### config.mk
export PLATFORM = sky130hd
export DESIGN_NAME = trace_tx_sequencer
export DESIGN_NICKNAME = d
export VERILOG_FILES = /design/src/rtl/trace_tx_sequencer.sv
export SDC_FILE = /design/constraint.sdc
export NUM_CORES = 1
export LEC_CHECK = 0
export BUFFER_PORTS_ARGS = -buffer_cell sky130_fd_sc_hd__buf_2
export CORE_AREA = 2 2 85 87
export CTS_BUF_LIST = sky130_fd_sc_hd__clkbuf_16
export CTS_CLUSTER_SIZE = 25
export DETAILED_ROUTE_END_ITERATION = 16
export DIE_AREA = 0 0 87 89
export GPL_ROUTABILITY_DRIVEN = 0
export PLACE_DENSITY = 0.65
export SLEW_MARGIN = 20
export SYNTH_ARGS = -nofsm -noshare
export SYNTH_HDL_FRONTEND = slang
export SYNTH_SLANG_ARGS = --single-unit
### constraint.sdc
create_clock -name clk -period 2.7 [get_ports clk]
set_input_delay 0.405 -clock clk [delete_from_list [all_inputs] [get_ports clk]]
set_output_delay 0.405 -clock clk [all_outputs]
set_load 0.02 [all_outputs]
### src/rtl/trace_tx_sequencer.sv
// trace_tx_sequencer: streams PT, KEY, CT and sensor bytes of one trace
// through uart_tx, then idles for an inter-trace gap and pulses done.
module trace_tx_sequencer #(
  parameter int SAMPLES    = 2048,
  parameter int ADDR_W     = 11,
  parameter int GAP_CYCLES = 4096
) (
  input  logic              clk,
  input  logic              rstn,
  input  logic              start,
  input  logic [3:0]        sec_en,
  output logic              busy,
  output logic              done,
  output logic [1:0]        rd_sel,
  output logic [ADDR_W-1:0] rd_addr,
  input  logic [7:0]        rd_data,
  output logic              tx_dv,
  output logic [7:0]        tx_byte,
  input  logic              tx_done,
  output logic [15:0]       tx_count
);

  typedef enum logic [2:0] {
    S_IDLE,
    S_ARM,
    S_FETCH,
    S_LOAD,
    S_WAIT,
    S_NEXT,
    S_GAP,
    S_DONE
  } state_e;

  localparam int GW = (GAP_CYCLES > 1) ? $clog2(GAP_CYCLES) : 1;
  localparam logic [GW-1:0] GAP_LAST =
    GW'((GAP_CYCLES > 0) ? GAP_CYCLES - 1 : 0);
  localparam logic [ADDR_W-1:0] SENS_LAST = ADDR_W'(SAMPLES - 1);
  localparam logic [ADDR_W-1:0] BLK_LAST  = ADDR_W'(15);
  // A zero-length gap goes straight to the done pulse
  localparam state_e END_ST = (GAP_CYCLES == 0) ? S_DONE : S_GAP;

  state_e            state_q, state_d;
  logic [3:0]        en_q, en_d;
  logic [1:0]        sel_q, sel_d;
  logic [ADDR_W-1:0] addr_q, addr_d;
  logic [15:0]       cnt_q, cnt_d;
  logic [7:0]        byte_q, byte_d;
  logic [GW-1:0]     gap_q, gap_d;

  logic [3:0]        rest;
  logic [ADDR_W-1:0] last_addr;

  function automatic logic [1:0] lowest(input logic [3:0] v);
    lowest = 2'd0;
    for (int i = 3; i >= 0; i--) begin
      if (v[i]) lowest = 2'(i);
    end
  endfunction

  // Enabled sections strictly after the current one
  assign rest      = en_q & (4'b1110 << sel_q);
  assign last_addr = (sel_q == 2'd3) ? SENS_LAST : BLK_LAST;

  always_ff @(posedge clk or negedge rstn) begin
    if (!rstn) begin
      state_q <= S_IDLE;
      en_q    <= '0;
      sel_q   <= '0;
      addr_q  <= '0;
      cnt_q   <= '0;
      byte_q  <= '0;
      gap_q   <= '0;
    end else begin
      state_q <= state_d;
      en_q    <= en_d;
      sel_q   <= sel_d;
      addr_q  <= addr_d;
      cnt_q   <= cnt_d;
      byte_q  <= byte_d;
      gap_q   <= gap_d;
    end
  end

  always_comb begin
    state_d = state_q;
    en_d    = en_q;
    sel_d   = sel_q;
    addr_d  = addr_q;
    cnt_d   = cnt_q;
    byte_d  = byte_q;
    gap_d   = gap_q;
    unique case (state_q)
      S_IDLE: begin
        if (start) begin
          en_d    = sec_en;
          cnt_d   = '0;
          sel_d   = lowest(sec_en);
          addr_d  = '0;
          state_d = S_ARM;
        end
      end
      S_ARM: begin
        gap_d   = '0;
        state_d = (en_q == 4'd0) ? END_ST : S_FETCH;
      end
      S_FETCH: state_d = S_LOAD;
      S_LOAD: begin
        byte_d  = rd_data;
        cnt_d   = cnt_q + 16'd1;
        state_d = S_WAIT;
      end
      S_WAIT: begin
        if (tx_done) state_d = S_NEXT;
      end
      S_NEXT: begin
        gap_d = '0;
        if (addr_q != last_addr) begin
          addr_d  = addr_q + ADDR_W'(1);
          state_d = S_FETCH;
        end else if (|rest) begin
          addr_d  = '0;
          sel_d   = lowest(rest);
          state_d = S_FETCH;
        end else begin
          state_d = END_ST;
        end
      end
      S_GAP: begin
        if (gap_q == GAP_LAST) state_d = S_DONE;
        else gap_d = gap_q + GW'(1);
      end
      S_DONE: state_d = S_IDLE;
      default: state_d = S_IDLE;
    endcase
  end

  // The strobe cycle presents the freshly read byte; it is held afterwards
  assign tx_dv    = (state_q == S_LOAD);
  assign tx_byte  = tx_dv ? rd_data : byte_q;
  assign busy     = (state_q != S_IDLE);
  assign done     = (state_q == S_DONE);
  assign rd_sel   = sel_q;
  assign rd_addr  = addr_q;
  assign tx_count = cnt_q;

endmodule
# Word level (Yosys, flattened, before mapping)
# Cells that the tools add are included.
[word_totals]
elab_cells = 72
regBits = 56
out_inout_bits = 40
ram_bits = 0
mem_bits_ro = 0
n_memories = 0
latch_bits = 0
[op_classes]
reduce_logical = 14
n_lt_le_gt_ge = 0
multipliers = 0
div_mod_pow = 0
muxes = 29
n_eq_ne = 17
bitwise_logic = 1
n_addsub = 3
n_shift = 1
[op_table]
columns = ["cell", "count"]
rows = [
  ["$mux W11", 4],
  ["$pmux W16 S2", 1],
  ["$pmux W12 S2", 1],
  ["$pmux W3 S8", 1],
  ["$mux W2", 11],
  ["$pmux W11 S2", 1],
  ["$mux W3", 6],
  ["$add A16 B1 Y16 const B", 1],
  ["$mux W16", 1],
  ["$add A12 B1 Y12 const B", 1],
  ["$eq A12 B12 Y1 const B", 1],
  ["$eq A3 B3 Y1 const B", 4],
  ["$mux W12", 1],
  ["$ne A2 B2 Y1 const B", 6],
  ["$add A11 B1 Y11 const B", 1],
  ["$ne A11 B11 Y1", 1],
  ["$mux W8", 1],
  ["$eq A3 B2 Y1 const B", 2],
  ["$reduce_and A2 Y1", 3],
  ["$reduce_and A3 Y1", 2],
  ["$reduce_bool A2 Y1", 3],
  ["$and A4 B4 Y4", 1],
  ["$logic_not A4 Y1", 1],
  ["$pmux W2 S2", 1],
  ["9 further kinds", 9],
]

# Longest topological paths before layout
# Gate-level depths: netlist of the first run.
[depth]
word_depth = 9
mapped_depth = 8
ltp_nobuf = 6

# Worst setup path before layout of the first run
# OpenSTA, ideal clock, no wires.
[synth_timing]
path_type = "reg-to-reg"
from = "reg addr_q[0] (netlist: rd_addr[0])"
to = "reg sel_q[0] (netlist: rd_sel[0])"
arrival_time_ns = 2.211
path_slack_ns = 0.364
setup_ns = 0.125
path_stages_with_launch = 7
synth_period_minus_slack_ns = 2.336
n_path_buf = 0
path_cell_list = "dfrtp_1 ha_1 nand3_1 or4_4 nand2_4 mux2i_4 mux2_4"
[synth_via]
elab_chain_cells = 3
[synth_rtl]
columns = ["element", "line", "text"]
rows = [
  ["from (decl)", "45", "logic [ADDR_W-1:0] addr_q, addr_d;"],
  ["from (signal assigned)", "77", "addr_q <= addr_d;"],
  ["$ne A11 B11 Y1", "117", "if (addr_q != last_addr) begin"],
  ["$ne A2 B2 Y1 (no source line)", "--", ""],
  ["$reduce_and A4 Y1 (no source line)", "--", ""],
  ["to (signal assigned)", "76", "sel_q <= sel_d;"],
  ["to (decl)", "44", "logic [1:0] sel_q, sel_d;"],
]
# Every way passes these cells.
# A chain may end at the register's enable or synchronous reset.

# Final worst setup path of the first run
[layout_timing]
from = "reg state_q[0]"
to = "out tx_byte[2]"
[layout_via]
elab_chain_cells = 2
[layout_rtl]
columns = ["element", "line", "text"]
rows = [
  ["from (decl)", "42", "state_e state_q, state_d;"],
  ["from (signal assigned)", "74", "state_q <= state_d;"],
  ["$eq A3 B2 Y1", "138", "assign tx_dv = (state_q == S_LOAD);"],
  ["$mux W8", "--", ""],
  ["to (decl)", "18", "output logic [7:0] tx_byte,"],
]
# Every way passes these cells.

==> results of run 1 <==
-- area by class of cell --
cell class	instances	area (µm²)
multi-input cells	240	1464
clock buffers	5	125.1
repair buffers	63	335.3
fillers	640	3234
inverters	9	33.78
flip-flops and latches	56	1401
clock inverters	3	25.02
well taps	80	100.1
-- cell families after synthesis --
group / count (synthesis)
muxes: 10
and+or+nand+nor: 141
adders and majority gates: 3
xor gates and xnor gates: 9
AOI/OAI and AO/OA: 77
buffers and inverters: 24
DFF: 56
-- worst paths after layout --
kind | endpoint | slack, ns | cells after the start
worst max-delay path | tx_byte[2] | 0.32 | 6
min in group clk | byte_q[0] | 0.31 | 3
worst max register to register | rd_sel[0] | 0.44 | 5
worst min-delay path | rd_addr[7] | 0.19 | 1
max in group asynchronous | state_q[2] | 1.83 | 2
worst min register to register | byte_q[0] | 0.47 | 2
-- cell usage after synthesis, drive strengths merged, types with 2 or more instances --
library cell / n / area (µm²)
and3b: 2 / 17.52
nor4: 5 / 31.28
nand2b: 4 / 25.02
o21ai: 24 / 120.1
nand3: 16 / 80.08
o21bai: 2 / 26.28
inv: 8 / 30.03
o22ai: 2 / 12.51
buf: 3 / 21.27
a31oi: 11 / 68.82
dfrtp: 56 / 1401
nand3b: 2 / 15.01
nand2: 49 / 191.4
and3: 5 / 31.28
mux2: 7 / 86.33
nand4: 10 / 62.56
o211ai: 5 / 37.54
or3: 6 / 37.54
or2: 2 / 12.51
and4: 2 / 17.52
nor2b: 3 / 18.77
ha: 3 / 37.54
or4: 7 / 56.30
nor3: 7 / 35.03
xnor2: 7 / 61.31
o31ai: 3 / 22.52
a21oi: 16 / 80.08
o21a: 3 / 22.52
xor2: 2 / 17.52
and2: 2 / 15.02
nor2: 18 / 67.56
clkbuf: 12 / 46.29
o31a: 4 / 35.03
mux2i: 3 / 42.54
-- metal layers --
| layer | track usage | up-vias |
|---|---|---|
| met5 | 0 | - |
| met4 | 0.06392 | 0 |
| met2 | 0.2915 | 66 |
| met1 | 0.2484 | 1227 |
| met3 | 0.03601 | 6 |
| li1 | - | 1279 |
-- power by group through the flow --
stage	Combinational (µW)	Clock, µW	Sequential, µW
detailed placement	1260	0	1240
global route	1400	723	1270
global placement	1240	0	1240
CTS	1260	693	1230
floorplan	830	0	1280
finish	1260	669	1230
-- critical path, stage by stage (launching register included) --
cell	delay (ns)
dfrtp_1	0.38
buf_4	0.17
nand3b_1	0.20
clkinv_1	0.47
nand2_1	0.21
nand2_1	0.08
buf_2	0.16
-- through the flow --
step                      utilization  hold slack, ns  std cells
after detailed placement       0.4963          0.4569        448
final                          0.5186          0.1882        456
after CTS                      0.5186          0.2214        456
after floorplan                     -          0.1094        320
after global routing           0.5186          0.2405        456
after global placement         0.4963          0.4493        448
-- state kept, by name, indices dropped and copies added (netlist names) --
register / cells
byte_q: 8
en_q: 4
gap_q: 12
rd_addr: 11
rd_sel: 2
state_q: 3
tx_count: 16
==> implementation parameters, run 1 <==
Parameter                              Value

Run status
  Result of the run ... finished, final reports clean

Pwr
  Power density of the placed cells ... 905.8 nW/µm²
  Design Power ... between 3000 and 4000 µW
  Standby leakage power ... 0.001596 µW
  Part of the total power dissipated in sequential elements ... 0.390
  Pint ... 1860 µW
  Max rail drop VDD ... 595.8 µV
  Part of the total power dissipated in the clock network ... 0.212
  Switching Power ... 1297 µW
  Logic gate share of total power ... 0.398
  Switching share of total power ... 0.4108

Yosys
  Distinct cell type count of the synthesized netlist ... 51
  Post-synthesis mux area share ... 0.04344
  Async SR Flop Fraction ... 1.000
  Cell area after synthesis ... 2967 µm²
  Synth Register Bits ... between 50 and 60
  Syn. warnings ... 0
  Share of the synthesized netlist area taken by xor and xnor gates ... 0.02657
  Top flip-flop cell by instance count after synthesis ... dfrtp_1
  Average instance area after synthesis ... between 9 and 10 µm²
  Arithmetic-cell share of the synthesized area counting full adders, half adders and majority gates ... 0.01265
  Number of nets in the synthesized netlist ... 339
  Number of standard cells after synthesis ... between 300 and 400
  Main combinational cell family by area after synthesis ... simple AND/OR/NAND/NOR gates
  Synthesized-area fraction occupied by and/or/nand/nor cells ... 0.2455
  Post-synthesis compound-gate area fraction ... 0.1653
  Number of flops mapped to enable cells by yosys ... 0
  Sequential cell area fraction in the yosys report ... 0.4724

Place
  Number of buffer cells added on primary ports ... 55
  Pre-CTS WS ... 0.4570 ns
  Post-DP Area ... 3334 µm²
  HPWL Detailed ... 4.648 mm

Cells and area
  Leading cell type in the layout, fill and taps excluded ... dfrtp_1
  Post-synthesis to final-layout area growth ... 17.46%
  Number of nets in the final layout ... 394
  Ratio of cells with drive above 1 in the final layout ... 0.2287
  Final instance area ... approximately 3500 µm²
  Antenna Cells ... 0
  Most frequent cells in the layout ... dfrtp_1 (56), buf_2 (55), nand2_1 (48)

Drt
  M1 WL ... approximately 3.2 mm
  Top sig layer ... met4
  Post-Route WL ... 6.642 mm
  TritonRoute pass-1 iters ... 4
  Via count ... between 2000 and 3000
  Final routed wire length divided by cell count ... 14.57 µm
  Via count normalized by instance count ... ~5.7
  Initial detailed-routing violation count ... around 120
  Sum of met2 wire segment lengths after detailed routing ... ~3.1 mm
  Met3 WL post-DR ... 304 µm
  DRC ... 0
  Antenna viol nets, final ... 0

Die
  Die area ... 7743 µm²
  Die Y ... 89 µm
  Num rows ... 30
  Floorplan die width ... 87 µm
  Core footprint ... 6719 µm²
  Initial Utilization ... 0.4415
  Number of I/O pins ... 56

Worst setup path
  Critical register-to-register path startpoint ... state_q[1]
  Peak fanout along the critical path ... 18
  Type of the worst setup path ... flip-flop to output pin
  CP required ... 2.30 ns
  Nature of the critical path endpoint ... output pin
  Arrival time at the worst endpoint ... slightly below 2 ns
  Critical path launch point ... state_q[0]
  Startpoint types ... flip-flop

Clock network
  Clock-pin slew on the worst setup and hold paths ... 0.08 ns
  Deepest clock path buffer count ... 2
  CTS H-tree depth ... 2
  Skew-Pair Late Insertion Delay ... ~0.30 ns
  Resize count post-CTS ... 0
  Number of hold buffers added after cts ... 0
  Number of buffers created by CTS ... 5
  Number of buffers inserted by post-CTS setup repair ... 0
  Clk sinks ... 56
  Clock Tree Root ... clkbuf_16
  Clock tree from TritonCTS ... built

Timing
  Fin Setup TNS ... 0 ns
  Actual transition at the worst max-transition pin ... 0.7909 ns
  Number of hold-slack violations in the final timing report ... 0
  Final worst path period need ... 2.380 ns
  Unrepaired setup endpoints after global routing ... false
  Setup violators final ... 0
  Share of the clock period used by the worst path after layout ... 0.8815
  Worst setup skew after layout ... 0.006769 ns
  Pins over their slew limit ... 0
  Final worst setup slack ... 0.3199 ns
  Highest achievable clock rate ... 0.4201 GHz
  Relative max-transition margin ... 0.4727

GRT
  Total routing usage reported by global routing ... 0.1822
  Antenna violations before repair ... 0
  Pin count of the biggest net entering global routing ... 34
  Global-route congestion overflow total ... 0
  Global-route wire length before repair ... 11.32 mm
  Via count of the first global-routing pass ... approximately 2400

Run
  MaxCap Viol Count ... 0

Hold path
  Worst min-delay path class ... primary input to asynchronous set/reset pin
No activity file was read; power rests on OpenSTA's default activity.
==> run 2: changes to the inputs <==
CORE_AREA = 2 2 74 76   (was 2 2 85 87)
DIE_AREA = 0 0 76 78   (was 0 0 87 89)
PLACE_DENSITY = 0.83   (was 0.65)
clock period = 2.9 ns   (was 2.7 ns; I/O delays follow)
==> implementation parameters, run 2 (synthesis results as in run 1) <==
Parameter                              Value

Clock network
  Clk sinks ... 56 (unchanged)
  Clock Tree Root ... clkbuf_16
  Number of hold buffers added after cts ... 0 (unchanged)
  Skew-Pair Late Insertion Delay ... 0.29 ns (about the same)
  Number of buffers inserted by post-CTS setup repair ... 0 (unchanged)
  Clock-pin slew on the worst setup and hold paths ... 0.07 ns (about the same)
  Deepest clock path buffer count ... 2 (unchanged)
  Clock tree from TritonCTS ... built
  Resize count post-CTS ... 0 (unchanged)
  CTS H-tree depth ... 2 (unchanged)
  Number of buffers created by CTS ... 5 (unchanged)

GRT
  Total routing usage reported by global routing ... 0.2237 (+0.04141)
  Pin count of the biggest net entering global routing ... 35 (+2.9%)
  Global-route wire length before repair ... 10.90 mm (-3.8%)
  Global-route congestion overflow total ... 0 (unchanged)
  Via count of the first global-routing pass ... 2414 (-0.041%)
  Antenna violations before repair ... 0 (unchanged)

Die
  Floorplan die width ... 76 µm (-13%)
  Core footprint ... 5042 µm² (-25%)
  Die area ... 5928 µm² (-23%)
  Number of I/O pins ... 56 (unchanged)
  Num rows ... 26 (-13%)
  Initial Utilization ... 0.5883 (+0.1468)
  Die Y ... 78 µm (-12%)

Worst setup path
  Reg-to-Reg End ... rd_sel[1]
  Capture point of the worst path ... rd_sel[1]
  Type of the worst setup path ... flip-flop to flip-flop
  CP delay by family, top ... simple AND/OR/NAND/NOR gates
  Worst path cell trace ... or4b_4 > and2_4 > o21bai_4 > mux2i_4 > mux2_4
  Largest stage delay, worst path ... 0.68 ns (+0.21 ns)
  Critical path launch point ... state_q[1]
  Nature of the critical path endpoint ... flip-flop
  CP required ... 3.08 ns (+0.78 ns)
  Worst R2R Setup Slack ... 0.47 ns (+0.03 ns)
  Arrival time at the worst endpoint ... 2.61 ns (+0.63 ns)
  Number of buffers and inverters on the critical path ... 0 (-3)
  Startpoint types ... flip-flop
  Peak fanout along the critical path ... 18 (unchanged)
  Stages on worst setup path ... 5 (-1)
  Cell count of the worst reg-to-reg path ... 5 (unchanged)
  Critical register-to-register path startpoint ... state_q[1]
  Critical-path cell with the highest stage delay ... or4b_4

Pwr
  Standby leakage power ... 0.001592 µW (-0.27%)
  Power density of the placed cells ... 858.7 nW/µm² (-5.2%)
  Max rail drop VDD ... 575.1 µV (-3.5%)

Cells and area
  Most frequent cells in the layout ... dfrtp_1 (56), buf_2 (55), nand2_1 (48)
  Number of nets in the final layout ... 391 (-0.76%)
  Fin cells ... 443 (-2.9%)
  Utilization of the core after routing ... 0.6876 (+0.1690)
  Leading cell type in the layout, fill and taps excluded ... dfrtp_1
  Max reg flops ... 16 (unchanged)
  Multi-input logic area ... 1464 µm² (unchanged)
  Final instance area ... 3467 µm² (-0.50%)
  Area taken by flip-flops and latches ... 1401 µm² (unchanged)
  Antenna Cells ... 0 (unchanged)
  Post-synthesis to final-layout area growth ... 16.87%
  Ratio of cells with drive above 1 in the final layout ... 0.2198 (-0.008884)
  Number of filler cells placed in the layout ... 397 (-38%)

Drt
  Via count ... 2591 (+0.50%)
  DRC ... 0 (unchanged)
  Initial detailed-routing violation count ... 107 (-12%)
  M1 WL ... 2.804 mm (-13%)
  Sum of met2 wire segment lengths after detailed routing ... 3.121 mm (+2.0%)
  Met3 WL post-DR ... 317 µm (+4.3%)
  TritonRoute pass-1 iters ... 4 (unchanged)
  Antenna viol nets, final ... 0 (unchanged)
  Post-Route WL ... 6.328 mm (-4.7%)
  Via count normalized by instance count ... 5.849 (+3.5%)
  Top sig layer ... met4
  Final routed wire length divided by cell count ... 14.28 µm (-1.9%)

Place
  DP Cell Count ... 435 (-2.9%)
  Number of buffer cells added on primary ports ... 55 (unchanged)
  HPWL Detailed ... 4.468 mm (-3.9%)
  Post-DP Area ... 3299 µm² (-1.1%)
  Pre-CTS WS ... 0.4963 ns (+0.03930 ns)

Run status
  Result of the run ... finished, final reports clean

Timing
  Highest achievable clock rate ... 0.4115 GHz
  Relative max-transition margin ... 0.3631 (-0.1096)
  Unrepaired setup endpoints after global routing ... false
  Number of hold-slack violations in the final timing report ... 0 (unchanged)
  Final worst setup slack ... 0.4701 ns (+0.1502 ns)
  Share of the clock period used by the worst path after layout ... 0.8379
  Final worst path period need ... about 2.4 ns
  Fin Setup TNS ... 0 ns (unchanged)
  Actual transition at the worst max-transition pin ... 0.9430 ns (+0.1521 ns)
  Worst setup skew after layout ... 0.003986 ns (-0.002782 ns)
  Setup violators final ... 0 (unchanged)
  Pins over their slew limit ... 0 (unchanged)

Hold path
  Worst min-delay path class ... primary input to asynchronous set/reset pin

Run
  MaxCap Viol Count ... 0 (unchanged)
-- run 2: cell count changes in the layout (fill, tap and decap cells not counted), sizes merged --
cell	delta
buf	-3
clkinv	+2
inv	-2
bufinv	+1
clkinvlp	-1
-- run 2: report_power, final --
group	leakage [µW]	total [µW]	switching, µW	internal (µW)
Clock	0.0000814	682	276	406
Sequential	0.000746	1170	207	966
Combinational	0.000765	1120	699	423
Total	0.00159	2980	1180	1800
-- run 2: per-layer routing --
layer / up-vias / track usage
li1: 1268 / -
met2: 74 / 0.3920
met4: 0 / 0.05818
met1: 1241 / 0.2856
met5: - / 0
met3: 8 / 0.04535
-- run 2: cell type report --
type / count / share of cell area
tap: 70 / 0.02526
timing repair buffer: 60 / 0.09022
multi-input combinational: 240 / 0.4222
sequential: 56 / 0.4042
inverter: 9 / 0.009744
clock inverter: 3 / 0.01227
clock buffer: 5 / 0.03609
-- run 2: worst min path at each step --
stage | depth (start not counted) | from | slack [ns] | endpoint
6_report | 1 | rstn | 0.11 | rd_addr[7]
5_1_grt | 1 | rstn | 0.16 | rd_addr[7]
4_1_cts | 1 | rstn | 0.13 | rd_addr[7]
3_5_place_dp | 1 | rstn | 0.44 | rd_addr[7]
3_3_place_gp | 1 | rstn | 0.44 | rd_addr[7]
2_1_floorplan | 0 | rstn | 0.14 | byte_q[0]
-- run 2: per-stage QoR --
stage / total power (µW) / hold WS [ns]
after floorplan: 1965 / 0.1394
after global placement: 2264 / 0.4388
after detailed placement: 2308 / 0.4397
after CTS: 2995 / 0.1295
after global routing: 3166 / 0.1567
final: 2977 / 0.1098
==> run 3: changes to the inputs <==
CORE_AREA = 2 2 77 79   (was 2 2 74 76)
DIE_AREA = 0 0 79 81   (was 0 0 76 78)
PLACE_DENSITY = 0.77   (was 0.83)
clock period = 2.38 ns   (was 2.9 ns; I/O delays follow)
==> implementation parameters, run 3 (synthesis results as in run 1) <==
Parameter                              Value

Pwr
  Switching Power ... 1480 µW (+25%)
  Part of the total power dissipated in sequential elements ... 0.382 (-0.012)
  Max rail drop VDD ... 782.7 µV (+36%)
  Standby leakage power ... 0.001614 µW (+1.4%)
  Power density of the placed cells ... 1031 nW/µm² (+20%)
  Logic gate share of total power ... 0.412 (+0.035)
  Part of the total power dissipated in the clock network ... 0.207 (-0.022)
  Switching share of total power ... 0.4079 (+0.01091)
  Pint ... 2149 µW (+20%)

Timing
  Worst setup skew after layout ... 0.004963 ns (+0.0009764 ns)
  Worst hold slack across all endpoints ... -0.01436 ns (-0.1242 ns)
  Share of the clock period used by the worst path after layout ... 0.9321 (+0.09415)
  Number of hold-slack violations in the final timing report ... 17 (+17)
  Unrepaired setup endpoints after global routing ... false
  Relative max-transition margin ... 0.6426 (+0.2795)
  Setup violators final ... 0 (unchanged)
  Final worst path period need ... 2.218 ns (-0.2116 ns)
  Fin Setup TNS ... 0 ns (unchanged)
  Actual transition at the worst max-transition pin ... 0.5341 ns (-0.4089 ns)
  Highest achievable clock rate ... 0.4508 GHz (+9.5%)
  Pins over their slew limit ... 0 (unchanged)

Run
  MaxCap Viol Count ... 0 (unchanged)

Clock network
  Deepest clock path buffer count ... 2 (unchanged)
  Skew-Pair Late Insertion Delay ... 0.29 ns (about the same)
  Clk sinks ... 56 (unchanged)
  Number of hold buffers added after cts ... 0 (unchanged)
  Clock-pin slew on the worst setup and hold paths ... 0.07 ns (about the same)
  Number of buffers created by CTS ... 5 (unchanged)
  Clock Tree Root ... clkbuf_16
  Resize count post-CTS ... 0 (unchanged)
  Number of buffers inserted by post-CTS setup repair ... 0 (unchanged)
  CTS H-tree depth ... 2 (unchanged)
  Clock tree from TritonCTS ... built

Cells and area
  Most frequent cells in the layout ... dfrtp_1 (56), buf_2 (55), nand2_1 (48)
  Area taken by flip-flops and latches ... 1401 µm² (unchanged)
  Antenna Cells ... 0 (unchanged)
  Number of nets in the final layout ... 399 (+2.0%)
  Fin cells ... 456 (+2.9%)
  Number of filler cells placed in the layout ... 506 (+27%)
  Multi-input logic area ... 1464 µm² (unchanged)
  Post-synthesis to final-layout area growth ... 18.68%
  Leading cell type in the layout, fill and taps excluded ... dfrtp_1
  Ratio of cells with drive above 1 in the final layout ... 0.2415 (+0.02163)
  Max reg flops ... 16 (unchanged)
  Utilization of the core after routing ... 0.6204 (-0.06722)

GRT
  Global-route congestion overflow total ... 0 (unchanged)
  Antenna violations before repair ... 0 (unchanged)
  Global-route wire length before repair ... 10.79 mm (-0.95%)
  Pin count of the biggest net entering global routing ... 22 (-37%)
  Total routing usage reported by global routing ... 0.2102 (-0.01344)
  Via count of the first global-routing pass ... 2340 (-3.1%)

Drt
  Initial detailed-routing violation count ... 121 (+13%)
  Post-Route WL ... 6.400 mm (+1.1%)
  Antenna viol nets, final ... 0 (unchanged)
  Final routed wire length divided by cell count ... 14.04 µm (-1.7%)
  Via count ... 2626 (+1.4%)
  DRC ... 0 (unchanged)
  Via count normalized by instance count ... 5.759 (-1.5%)
  TritonRoute pass-1 iters ... 4 (unchanged)

Worst setup path
  CP required ... 2.56 ns (-0.52 ns)
  Startpoint types ... flip-flop
  Nature of the critical path endpoint ... flip-flop
  Arrival time at the worst endpoint ... 2.40 ns (-0.21 ns)
  Critical register-to-register path startpoint ... rd_addr[0]
  Type of the worst setup path ... flip-flop to flip-flop
  Critical path launch point ... rd_addr[0]
  Peak fanout along the critical path ... 10 (-8)

Die
  Num rows ... 28 (+7.7%)
  Floorplan die width ... 79 µm (+3.9%)
  Die Y ... 81 µm (+3.8%)
  Core footprint ... 5675 µm² (+13%)
  Number of I/O pins ... 56 (unchanged)
  Initial Utilization ... 0.5227 (-0.06563)
  Die area ... 6399 µm² (+7.9%)

Run status
  Result of the run ... finished, violations left
  Violations in the final reports ... negative hold slack

Place
  DP Cell Count ... 448 (+3.0%)
  Number of buffer cells added on primary ports ... 55 (unchanged)
  HPWL Detailed ... 4.647 mm (+4.0%)

Hold path
  Worst min-delay path class ... primary input to asynchronous set/reset pin
-- run 3: per-stage QoR --
step | power (µW) | cell area, µm² | worst slack (ns)
global route | 3867 | 3521 | 0.03468
finish | 3629 | 3521 | 0.1617
CTS | 3642 | 3517 | 0.1428
detailed placement | 2888 | 3366 | 0.1744
global placement | 2844 | 3366 | 0.2147
floorplan | 2394 | 2967 | 0.04395
-- run 3: area by class of cell --
type,count,share of cell area
multi-input cells,240,0.4158
flip-flops and latches,56,0.3980
repair buffers,68,0.1059
clock buffers,5,0.03554
well taps,75,0.02665
inverters,9,0.01066
clock inverters,3,0.007463
-- run 3: critical path, stage by stage, from the launching register on --
cell	delay, ns
dfrtp_1	0.41
ha_1	0.22
nand3_1	0.13
or4_4	0.58
nand2_4	0.15
mux2i_4	0.29
mux2_4	0.31
-- run 3: path summary, 6_finish.rpt --
| kind | to | slack, ns | depth (start not counted) |
|---|---|---|---|
| min in group clk | byte_q[0] | 0.27 | 3 |
| min | rd_addr[8] | -0.01 | 1 |
| max | rd_sel[0] | 0.16 | 6 |
| min reg2reg | byte_q[1] | 0.48 | 2 |
| max in group asynchronous | gap_q[5] | 1.78 | 2 |
| max reg2reg | rd_sel[0] | 0.16 | 6 |
-- run 3: per-layer routing --
metal	track usage	part of all wire	wire (µm)
met5	0	0	0
met4	0.07069	0.020	129
met3	0.04000	0.047	301
met2	0.3525	0.48	3072
met1	0.2761	0.45	2897
-- run 3: power groups by stage --
| stage | clock network [µW] | registers, µW | logic [µW] |
|---|---|---|---|
| floorplan | 0 | 1450 | 941 |
| global placement | 0 | 1380 | 1460 |
| detailed placement | 0 | 1400 | 1490 |
| CTS | 763 | 1390 | 1490 |
| global route | 802 | 1420 | 1640 |
| finish | 750 | 1390 | 1490 |
